[src/rtl/reg_file_sb_pkg.sv]
// Shared constants and index type for the scoreboarded register file, so controller
// and datapath code can size their register indices consistently.
package reg_file_sb_pkg;

    localparam int WORD_SIZE_DEF = 8;
    localparam int NUM_REGS_DEF  = 4;
    localparam int ADDR_W_DEF    = $clog2(NUM_REGS_DEF);

    typedef logic [ADDR_W_DEF-1:0] reg_idx_t;

endpackage

[src/rtl/reg_file_sb_rd_port.sv]
// One combinational read port: register select, optional same-cycle write forwarding,
// and the ready flag derived from the scoreboard.
module reg_file_rd_port
    import reg_file_sb_pkg::*;
#(
    parameter int WORD_SIZE = WORD_SIZE_DEF,
    parameter int NUM_REGS  = NUM_REGS_DEF,
    parameter int BYPASS    = 1,
    parameter int ADDR_W    = $clog2(NUM_REGS)
) (
    input  logic [ADDR_W-1:0]    rd_addr,
    input  logic [WORD_SIZE-1:0] regs [NUM_REGS],
    input  logic [NUM_REGS-1:0]  pending,
    input  logic                 wr_en,
    input  logic [ADDR_W-1:0]    wr_addr,
    input  logic [WORD_SIZE-1:0] wr_data,
    output logic [WORD_SIZE-1:0] rd_data,
    output logic                 rd_ready
);

    // Defaults cover indices past the last register: data 0, always ready.
    always_comb begin
        rd_data  = '0;
        rd_ready = 1'b1;
        for (int i = 0; i < NUM_REGS; i++) begin
            if (rd_addr == ADDR_W'(i)) begin
                rd_data  = regs[i];
                rd_ready = !pending[i];
                if (BYPASS != 0 && wr_en && wr_addr == rd_addr) begin
                    rd_data  = wr_data;
                    rd_ready = 1'b1;
                end
            end
        end
    end

endmodule

[src/rtl/reg_file_sb.sv]
// General-purpose register file with one write port, two read ports and a
// pending-write scoreboard used by the controller to stall on RAW hazards.
module reg_file_sb
    import reg_file_sb_pkg::*;
#(
    parameter int WORD_SIZE = WORD_SIZE_DEF,
    parameter int NUM_REGS  = NUM_REGS_DEF,
    parameter int BYPASS    = 1,
    localparam int ADDR_W   = $clog2(NUM_REGS)
) (
    input  logic                 clk,
    input  logic                 rst,
    input  logic                 wr_en,
    input  logic [ADDR_W-1:0]    wr_addr,
    input  logic [WORD_SIZE-1:0] wr_data,
    input  logic [ADDR_W-1:0]    rd_addr_a,
    output logic [WORD_SIZE-1:0] rd_data_a,
    output logic                 rd_ready_a,
    input  logic [ADDR_W-1:0]    rd_addr_b,
    output logic [WORD_SIZE-1:0] rd_data_b,
    output logic                 rd_ready_b,
    input  logic                 rsv_en,
    input  logic [ADDR_W-1:0]    rsv_addr,
    output logic [NUM_REGS-1:0]  pending
);

    logic [WORD_SIZE-1:0] regs_q [NUM_REGS];
    logic [WORD_SIZE-1:0] regs_d [NUM_REGS];
    logic [NUM_REGS-1:0]  pending_q;
    logic [NUM_REGS-1:0]  pending_d;
    logic                 fwd_en;

    // Per-register compare against the loop index keeps out-of-range writes and
    // reservations from touching anything; a reservation wins over a same-cycle clear.
    always_comb begin
        pending_d = pending_q;
        for (int i = 0; i < NUM_REGS; i++) begin
            regs_d[i] = regs_q[i];
            if (wr_en && wr_addr == ADDR_W'(i)) begin
                regs_d[i]    = wr_data;
                pending_d[i] = 1'b0;
            end
            if (rsv_en && rsv_addr == ADDR_W'(i)) begin
                pending_d[i] = 1'b1;
            end
        end
    end

    for (genvar gi = 0; gi < NUM_REGS; gi++) begin : g_reg
        always_ff @(posedge clk or negedge rst) begin
            if (!rst) begin
                regs_q[gi]    <= '0;
                pending_q[gi] <= 1'b0;
            end else begin
                regs_q[gi]    <= regs_d[gi];
                pending_q[gi] <= pending_d[gi];
            end
        end
    end

    // While reset is held the write is discarded, so it must not forward either.
    assign fwd_en  = wr_en & rst;
    assign pending = pending_q;

    reg_file_rd_port #(
        .WORD_SIZE(WORD_SIZE), .NUM_REGS(NUM_REGS), .BYPASS(BYPASS), .ADDR_W(ADDR_W)
    ) u_rd_a (
        .rd_addr(rd_addr_a), .regs(regs_q), .pending(pending_q), .wr_en(fwd_en),
        .wr_addr(wr_addr), .wr_data(wr_data), .rd_data(rd_data_a), .rd_ready(rd_ready_a)
    );

    reg_file_rd_port #(
        .WORD_SIZE(WORD_SIZE), .NUM_REGS(NUM_REGS), .BYPASS(BYPASS), .ADDR_W(ADDR_W)
    ) u_rd_b (
        .rd_addr(rd_addr_b), .regs(regs_q), .pending(pending_q), .wr_en(fwd_en),
        .wr_addr(wr_addr), .wr_data(wr_data), .rd_data(rd_data_b), .rd_ready(rd_ready_b)
    );

endmodule

[config.mk]
export PLATFORM = sky130hd
export DESIGN_NAME = reg_file_sb
export DESIGN_NICKNAME = d
export VERILOG_FILES = /design/src/rtl/reg_file_sb_pkg.sv /design/src/rtl/reg_file_sb_rd_port.sv /design/src/rtl/reg_file_sb.sv
export SDC_FILE = /design/constraint.sdc
export NUM_CORES = 1
export LEC_CHECK = 0
export ABC_CLOCK_PERIOD_IN_PS = 3500
export CORE_MARGIN = 5
export CORE_UTILIZATION = 55
export DETAILED_ROUTE_END_ITERATION = 10
export GPL_TIMING_DRIVEN = 0
export MAX_ROUTING_LAYER = met4
export PLACE_DENSITY_LB_ADDON = 0.2
export SYNTH_ARGS = -nofsm -noshare
export SYNTH_HDL_FRONTEND = slang
export SYNTH_SLANG_ARGS = --single-unit
[constraint.sdc]
create_clock -name clk -period 3.5 [get_ports clk]
set_input_delay 0.7 -clock clk [delete_from_list [all_inputs] [get_ports clk]]
set_output_delay 0.7 -clock clk [all_outputs]
set_load 0.02 [all_outputs]
==> impl_metrics.csv <==
group,metric,value,unit
yosys,syn-cell-area,0.00212,sq mm
cts,cts_buffer_depth,2,
drt,drcViolationCount,0,
placement,place_area,0.00253,sq mm
min_path,min_path_type,"input port to async pin",
setup_path,worstSetupPathType,"input port to output port",
setup_path,cp_num_buf_inv,3,
setup_path,critPathTopFamily,"buffers and inverters",
timing,setup_viol_count_final,0,
run,maxCapViolCount,0,
setup_path,arrival,2.64,ns
setup_path,cp.required,2.80,ns
final_layout,area_growth,24.0,%
yosys,avgSynthCellArea,14.6,sq um
timing,holdWs,0.285,ns
global_routing,grt_pass1_vias,1548,
timing,rsz0062_at_grt,"false",
placement,place.gp.congestion,0.758,
setup_path,cp_common_cell,"clkbuf_1",
global_routing,overflow,0,
setup_path,crit_slowest_cell,"clkdlybuf4s50_1",
yosys,synth.distinct_cells,24,
setup_path,critPathMaxFanout,10,
placement,dp_slack,-0.414,ns
cts,cts_sinks,36,
drt,ant_nets,0,
cts,numCtsBuffers,5,
global_routing,grt_pass1_wl,7.99,mm
drt,firstDrtPassIters,4,
floorplanning,die_area,0.00520,sq mm
yosys,yosysSeqAreaShare,0.424,
setup_path,path_cells,"clkbuf_1 -> clkbuf_1 -> mux4_2 -> mux2_4 -> clkdlybuf4s50_1",
final_layout,layout-drive-gt1-share,0.432,
pwr,ir_drop,279,uV
timing,finalHoldViolCount,0,
global_routing,antenna_found_initial,0,
drt,drt_iter0_drc,93,
setup_path,cp-end-kind,"output port",
setup_path,r2r_setup_slack,2.70,ns
timing,setup_tns,0,ns
pwr,total_power,1320,uW
timing,maxSlewViolCount,0,
placement,port-buffer-count,35,
floorplanning,ioPinCount,42,
global_routing,grt_max_degree,39,
yosys,synth_top_area_frac,0.424,
run_status,outcome,"finished clean",
cts,cts_tree,"built",
drt,drt-vias-per-instance,6.09,
setup_path,max_stage_delay,0.53,ns
floorplanning,initial_utilization,0.576,
final_layout,nNetsFinal,210,
timing,relSlewSlack,0.429,
floorplanning,fp.dieW,72.1,um
floorplanning,coreArea,0.00369,sq mm
yosys,synth_area_leader_cell,"dfrtp_1",
cts,clk_pin_slew,0.08,ns
setup_path,startpoint_type,"input port",
yosys,synth_nets,165,
setup_path,regToRegEndpoint,"regs_q[8]$_DFFE_PN0P_",
floorplanning,fp.dieH,72.1,um
yosys,synth-seq-cells,36,
global_routing,grt_use_total,0.213,
timing,layout_min_cycle_time,3.34,ns
cts,clock_latency,0.29,ns
timing,fin_ws,0.164,ns
cts,cts_max_level,2,
drt,vias,1450,
floorplanning,fp-row-count,22,
yosys,yosys-top-cells-area,"dfrtp_1 42%, mux2_2 22%, mux4_2 17%",
final_layout,diodes,0,
yosys,synthCells,145,
timing,max_freq,0.300,GHz
final_layout,fin_area,0.00263,sq mm
setup_path,reg2reg_from,"regs_q[8]$_DFFE_PN0P_",
pwr,p_leak,0.00109,uW
timing,period_share,0.953,
timing,fin_worst_skew,0,ns
pwr,power_density,502,mW/mm^2
yosys,yosys_warnings,0,
drt,wirelength,4.97,mm
cts,cts-root-buf,"clkbuf_8",
setup_path,reg2regPathDepth,1,
timing,tightest_slew,0.853,ns
drt,routedWlPerCell,20.9,um
placement,hpwl,3.42,mm
-- timing repair --
item | CTS | global route
buffers inserted | 3 | 0
gates resized for setup | 9 | 1
setup endpoints to repair | 18 | 3
pin swaps | 1 | 0
hold buffers | 0 | 0
-- cell families after synthesis --
group           synth area share
compound gates            0.0253
buf+inv                   0.0289
xor+xnor                  0.0165
simple gates              0.0701
flops                      0.424
mux                        0.435
-- sequential cells by signal, summed over array words and instances (netlist names) --
signal	count
regs_q	32
pending	4
-- layer usage --
metal	routed length [um]	track usage	vias up
met5	0	-	-
met4	78	0.0814	0
met3	201	0.0360	11
met2	2650	0.352	35
met1	2040	0.261	758
li1	-	-	646
-- placed cells by master (no fill, tap or decap), types with 4 or more instances in the layout --
cell type / n
clkdlybuf4s50_1: 28
xor2_1: 4
mux2_4: 6
buf_6: 4
mux4_2: 16
clkbuf_8: 5
mux2_2: 42
clkbuf_1: 4
dlygate4sd2_1: 6
dfrtp_1: 36
nand2_1: 6
-- report_power, final --
part | switching, uW | internal [uW]
sequential | 58.7 | 494
clock | 151 | 135
combinational | 201 | 283
total | 411 | 912
-- cells in the mapped netlist --
| master | n |
|---|---|
| nand2_1 | 6 |
| or3_1 | 1 |
| nand3_1 | 1 |
| nand3b_1 | 2 |
| nand2b_1 | 2 |
| xor2_1 | 4 |
| mux2_4 | 6 |
| mux4_2 | 16 |
| buf_2 | 4 |
| dfrtp_1 | 36 |
| nor4_1 | 2 |
| o21ai_0 | 3 |
| nor2b_1 | 3 |
| a221oi_1 | 2 |
| clkbuf_1 | 3 |
| o22ai_1 | 1 |
| nor4b_1 | 2 |
| inv_1 | 2 |
| mux2_2 | 42 |
| and4b_1 | 1 |
| nor3_4 | 1 |
| nor3b_2 | 1 |
| buf_6 | 2 |
| a211oi_1 | 2 |
-- worst max-delay path by stage --
stage	startpoint	endpoint	slack, ns	cells after the start
final	rd_addr_b[1]	rd_data_b[2]	0.16	5
after global routing	rst	rd_data_b[3]	0.06	6
after CTS	rst	rd_data_b[2]	0.02	6
after detailed placement	rst	rd_data_a[7]	-0.41	5
after global placement	rst	rd_data_a[7]	-1.49	5
after floorplan	wr_addr[1]	rd_data_b[0]	0.72	5
-- through the flow --
step	util	instances
3_3_place_gp	0.687	228
2_1_floorplan	-	145
5_1_grt	0.714	238
6_report	0.714	238
3_5_place_dp	0.686	228
4_1_cts	0.713	238
-- layout make-up --
class	instances	area [sq um]
Sequential cell	36	901
Multi-Input combinational cell	98	1160
Clock inverter	1	5.00
Timing Repair Buffer	38	367
Buffer	9	60.1
Clock buffer	6	72.6
Fill cell	261	1050
Tap cell	48	60.1
Inverter	2	7.51
No activity file was read; power rests on OpenSTA's default activity.
